--- config.mk ---
export PLATFORM = sky130hd
export DESIGN_NAME = psum_regfile
export DESIGN_NICKNAME = d
export VERILOG_FILES = /design/src/rtl/psum_regfile.sv
export SDC_FILE = /design/constraint.sdc
export NUM_CORES = 2
export LEC_CHECK = 0
export BUFFER_PORTS_ARGS = -buffer_cell sky130_fd_sc_hd__buf_4
export CORE_MARGIN = 2
export CORE_UTILIZATION = 65
export DETAILED_ROUTE_END_ITERATION = 6
export PLACE_DENSITY = 0.82
export SLEW_MARGIN = 30
export SYNTH_ARGS = -nofsm -noshare
export SYNTH_HDL_FRONTEND = slang
export SYNTH_SLANG_ARGS = --single-unit
--- constraint.sdc ---
create_clock -name clk -period 10.3 [get_ports clk]
set_clock_uncertainty 0.1 [all_clocks]
set_input_delay 1.03 -clock clk [delete_from_list [all_inputs] [get_ports clk]]
set_output_delay 1.03 -clock clk [all_outputs]
set_load 0.02 [all_outputs]
--- src/rtl/psum_regfile.sv ---
// Partial-sum register file: one combinational read and one clocked write per cycle
// for the MAC accumulate port, with CLEAR and DRAIN sequencing.
module psum_regfile #(
    parameter int DATA_W = 16,
    parameter int ADDR_W = 7,
    parameter int DEPTH  = 100
) (
    input  logic              clk,
    input  logic              reset,
    input  logic [ADDR_W-1:0] mac_addr,
    input  logic              mac_read,
    input  logic              mac_write,
    input  logic [DATA_W-1:0] mac_wdata,
    output logic [DATA_W-1:0] mac_rdata,
    input  logic              clear_start,
    input  logic              drain_start,
    output logic              busy,
    output logic              done,
    output logic              out_valid,
    input  logic              out_ready,
    output logic [DATA_W-1:0] out_data,
    output logic              out_last,
    output logic              err
);

    typedef enum logic [1:0] {
        S_IDLE,
        S_CLEAR,
        S_DRAIN
    } state_t;

    localparam logic [ADDR_W-1:0] LAST_ADDR = ADDR_W'(DEPTH - 1);
    localparam logic [ADDR_W:0]   DEPTH_EXT = (ADDR_W + 1)'(DEPTH);

    state_t            r_state;
    logic [ADDR_W-1:0] r_ptr;
    logic              r_done;
    logic              r_err;
    logic [DATA_W-1:0] r_mem [DEPTH];

    logic              w_addr_ok;
    logic              w_wr_ok;
    logic              w_ptr_last;

    // One extra bit keeps the range test correct when DEPTH == 2**ADDR_W.
    assign w_addr_ok  = ({1'b0, mac_addr} < DEPTH_EXT);
    assign w_wr_ok    = mac_write && w_addr_ok && (r_state == S_IDLE);
    assign w_ptr_last = (r_ptr == LAST_ADDR);

    // Read sees the pre-edge contents, so a same-cycle write returns the old value.
    assign mac_rdata = (mac_read && w_addr_ok) ? r_mem[mac_addr] : '0;

    assign busy      = (r_state != S_IDLE);
    assign out_valid = (r_state == S_DRAIN);
    assign out_last  = (r_state == S_DRAIN) && w_ptr_last;
    assign out_data  = r_mem[r_ptr];
    assign done      = r_done;
    assign err       = r_err;

    // Single write port: MAC writes only land in IDLE, CLEAR zeroes only outside IDLE.
    always_ff @(posedge clk) begin
        if (w_wr_ok) begin
            r_mem[mac_addr] <= mac_wdata;
        end else if ((r_state == S_CLEAR) && !reset) begin
            r_mem[r_ptr] <= '0;
        end
    end

    always_ff @(posedge clk) begin
        if (reset) begin
            r_state <= S_IDLE;
            r_ptr   <= '0;
            r_done  <= 1'b0;
            r_err   <= 1'b0;
        end else begin
            r_done <= 1'b0;
            if (mac_write && !w_wr_ok) begin
                r_err <= 1'b1;
            end
            case (r_state)
                S_IDLE: begin
                    if (clear_start) begin
                        r_state <= S_CLEAR;
                        r_ptr   <= '0;
                    end else if (drain_start) begin
                        r_state <= S_DRAIN;
                        r_ptr   <= '0;
                    end
                end
                S_CLEAR: begin
                    // ptr parks at the last entry so out_data never indexes past the array.
                    if (w_ptr_last) begin
                        r_state <= S_IDLE;
                        r_done  <= 1'b1;
                    end else begin
                        r_ptr <= r_ptr + ADDR_W'(1);
                    end
                end
                S_DRAIN: begin
                    if (out_ready) begin
                        if (w_ptr_last) begin
                            r_state <= S_IDLE;
                            r_done  <= 1'b1;
                        end else begin
                            r_ptr <= r_ptr + ADDR_W'(1);
                        end
                    end
                end
                default: begin
                    r_state <= S_IDLE;
                end
            endcase
        end
    end

endmodule

==> metrics.md <==
| Metric | Value |
|---|---|
| Comb power frac | between 10 and 15% |
| Internal Pwr Total | 11.4 mW |
| Fillers | 6,462 |
| Largest net degree at the start of global routing | around 130 |
| Dpl ws | 4.24 ns |
| Mapped Cells | 3,986 |
| RSZ-0062 raised after global routing | false |
| R2R depth | 8 |
| Grt total ovfl | 0 |
| Initial Utilization | 65.4% |
| Clk_lat worst skew | about 0.78 ns |
| Max Slew Vio Count | 0 |
| Dpl hpwl | approximately 150,000 um |
| R2r setup slk | between 5 and 6 ns |
| WS Path Type | flop to output port |
| CTS Buf Count | roughly 160 |
| Hold EP | err |
| Clk buf depth | 3 |
| Reg area | about 0.048 mm^2 |
| Fmax | 147 MHz |
| Reg clk slew, reported paths | roughly 0.06 ns |
| Crit Reg-Reg Startpoint | r_state[1] |
| Hold Path Depth | 2 |
| Initial drt markers | around 10,000 |
| Row count | 125 |
| Max VDD drop | between 0.15 and 0.2 mV |
| Netlist cell types | 62 |
| # resized after CTS | 0 |
| Placed inst area | around 0.08 mm^2 |
| Drt wl/cell | roughly 44 um |
| Setup bufs post-CTS | 0 |
| Hold buffer count at cts | 0 |
| Sw frac | 25.9% |
| Crit start category | flop |
| Synthesized area per cell | approximately 19 um^2 |
| First-pass GRT wire length | 351,000 um |
| Violated checks | DRC |
| Tcrit/Tclk final | around two thirds |
| Cell area after layout | between 0.08 and 0.09 mm^2 |
| Max cap viols | 0 |
| Rel. slew slack | between 10% and 20% |
| Die width | 345 um |
| Hold path start | err |
| Core ar. | 0.116 mm^2 |
| Vias | 47,800 |
| Max Fanout on Critical Path | 65 |
| Final nets | roughly 4,100 |
| YS warnings | 0 |
| Worst EP required | 9.17 ns |
| Worst Tran Pin Value | approximately 1.2 ns |
| Prevailing post-synth register cell | edfxtp_1 |
| Post-route DRC | 5 |
| Die ar. | 0.119 mm^2 |
| Critical path data arrival time | around 5.7 ns |
| Final setup violation count | 0 |
| Fin. Hold Viols | 0 |
| Final WL | roughly 250,000 um |
| Share of layout cells above drive strength 1 | 31.0% |
| Antenna violations before repair | 25 |
| Hold crit path type | flop to flop |
| End of the worst register-to-register path | r_mem[32][8] |
| Leakage power | 26.4 nW |
| Clock share of power | 37.3% |
| Synth Net Count | 4,021 |
| GPL Wtd Cong | between 0.9 and 1 |
| Root Driver | clkbuf_16 |
| Antenna Nets Post-Route | 0 |
| Area grow syn2layout | 10.5% |
| Multi-input gate area | about 0.026 mm^2 |
| CTS tree | done |
| Port bufs | 66 |
| Critical Path Sink Type | output port |
| CTS H-tree depth | 4 |
| Synth Cell Area | approximately 0.076 mm^2 |
| Die H | 345 um |
| 1st-pass router iterations | 7 |
| Status | complete, but fails checks |
| Cell Pwr Density | ~180 mW/mm^2 |
| GRT Total Usage | between 40% and 50% |
| Psw | 3.97 mW |
| Post-synth ARST share | 0% |
| Final min period | 6.81 ns |
| Seq/Total Area, Yosys | a little under two thirds |
| Final WS setup | around 3.5 ns |
| Sequential power share | between 40% and 50% |
| Setup TNS | 0 ns |
| Synth Register Bits | around 1,600 |
| Number of global-route vias before repair | about 46,000 |
| Number of synthesized flops with an enable pin | between 1,500 and 2,000 |
| Vias/cell | roughly 8.3 |
| # clock sinks | 1,618 |
| Num ports | 67 |
==> state kept, by name, indices dropped and copies added (netlist names), named ones only <==
register  flops
r_mem      1600
r_ptr         7
done          1
r_state       2
err           1
==> cells in the mapped netlist (4+ instances only) <==
library cell,number,area [um^2]
a41oi_1,4,35.0
a2111oi_0,4,35.0
o22ai_1,44,275
dfxtp_1,18,360
inv_1,8,30.0
a21oi_1,64,320
a41o_1,5,50.1
mux2i_1,419,4190
a32oi_1,17,149
and2_1,12,75.1
buf_2,84,420
nand3_1,58,290
ha_1,5,62.6
clkbuf_1,109,409
buf_6,32,360
nand2b_1,11,68.8
mux4_2,704,15900
a21boi_0,6,45.0
o32ai_1,7,61.3
nor2_1,153,574
o21ai_0,52,260
o211ai_1,14,105
buf_1,32,120
mux2_2,8,90.1
buf_8,4,60.1
edfxtp_1,1600,48000
a211oi_1,26,195
a22oi_1,170,1280
a221oi_1,17,149
nor3_1,10,50.1
a31oi_1,29,181
a22o_1,8,70.1
nand2_1,109,409
nor2b_1,35,219
buf_4,51,383
and3_1,11,68.8
==> how the worst max path moves through the flow <==
stage                startpoint             to  slack [ns]
global route               flop    out_data[3]        3.40
global placement    mac_addr[0]  mac_rdata[13]        4.19
detailed placement  mac_addr[0]   mac_rdata[0]        4.24
finish                     flop    out_data[7]        3.49
floorplan           mac_addr[2]   r_mem[0][10]        4.92
CTS                        flop    out_data[3]        3.74
==> final cells by class <==
| type | instances | area share, % |
|---|---|---|
| flip-flops and latches | 1618 | 57.9 |
| multi-input cells | 2045 | 31.2 |
| clock buffers | 201 | 5.11 |
| repair buffers | 245 | 2.53 |
| well taps | 1524 | 2.28 |
| clock inverters | 96 | 0.936 |
| inverters | 11 | 0.0568 |
| diodes | 9 | 0.0269 |
==> power by group through the flow <==
| stage | registers [mW] | logic (mW) | clock network [mW] |
|---|---|---|---|
| finish | 7.43 | 2.19 | 5.73 |
| global route | 7.44 | 2.23 | 5.95 |
| CTS | 7.43 | 2.10 | 5.70 |
| detailed placement | 7.57 | 2.08 | 0 |
| global placement | 7.57 | 2.04 | 0 |
| floorplan | 7.55 | 1.44 | 0 |
==> critical path: stages (launching register included) <==
cell      delay (ns)
dfxtp_4         0.93
buf_12          0.49
buf_4           0.57
mux4_2          0.57
mux4_2          0.47
a211oi_1        0.96
a32oi_1         0.46
buf_4           0.32
==> stage by stage <==
step                      hold WS [ns]  total power [mW]  std cells  util (%)
after detailed placement         0.383              9.65       5437      67.7
final                            0.389              15.4       5749      72.2
after CTS                        0.400              15.2       5734      72.0
after global routing             0.447              15.6       5743      72.2
after global placement           0.355              9.61       5434      67.5
after floorplan                  0.391              8.99       3986         -
==> metal layers <==
metal,wire (um),track usage [%]
met5,440,1.60
met4,20500,27.0
met3,46200,19.4
met2,109000,60.6
met1,75700,53.3
==> cells in the final DEF (no fill, tap or decap), types with 17 or more instances in the layout <==
cell type and n:
clkinv_1 37, nor2_1 73, o22ai_1 44, nor2b_4 18, o21ai_0 48, edfxtp_1 1600, a32oi_1 17, a221oi_1 17
mux2i_1 418, nand2_1 107, nor2_4 18, mux4_2 704, a31oi_1 28, clkinv_2 35, a21oi_1 64, clkbuf_16 165
nand3_1 58, nor2_2 62, a22oi_1 170, buf_4 213, clkbuf_1 35, a211oi_1 25
==> logic make-up (layout without fill, tap and decap cells) <==
logic type | Yosys count | in the layout | synth area share, %
DFF | 1618 | 1618 | 63.9
muxes | 1131 | 1131 | 26.6
AOI/OAI and AO/OA | 493 | 493 | 4.56
and+or+nand+nor | 413 | 413 | 2.45
buffers and inverters | 323 | 553 | 2.37
adders and majority gates | 5 | 5 | 0.0826
xor gates and xnor gates | 3 | 3 | 0.0347
other | 0 | 9 | 0
(Power assumes the default switching activity.)
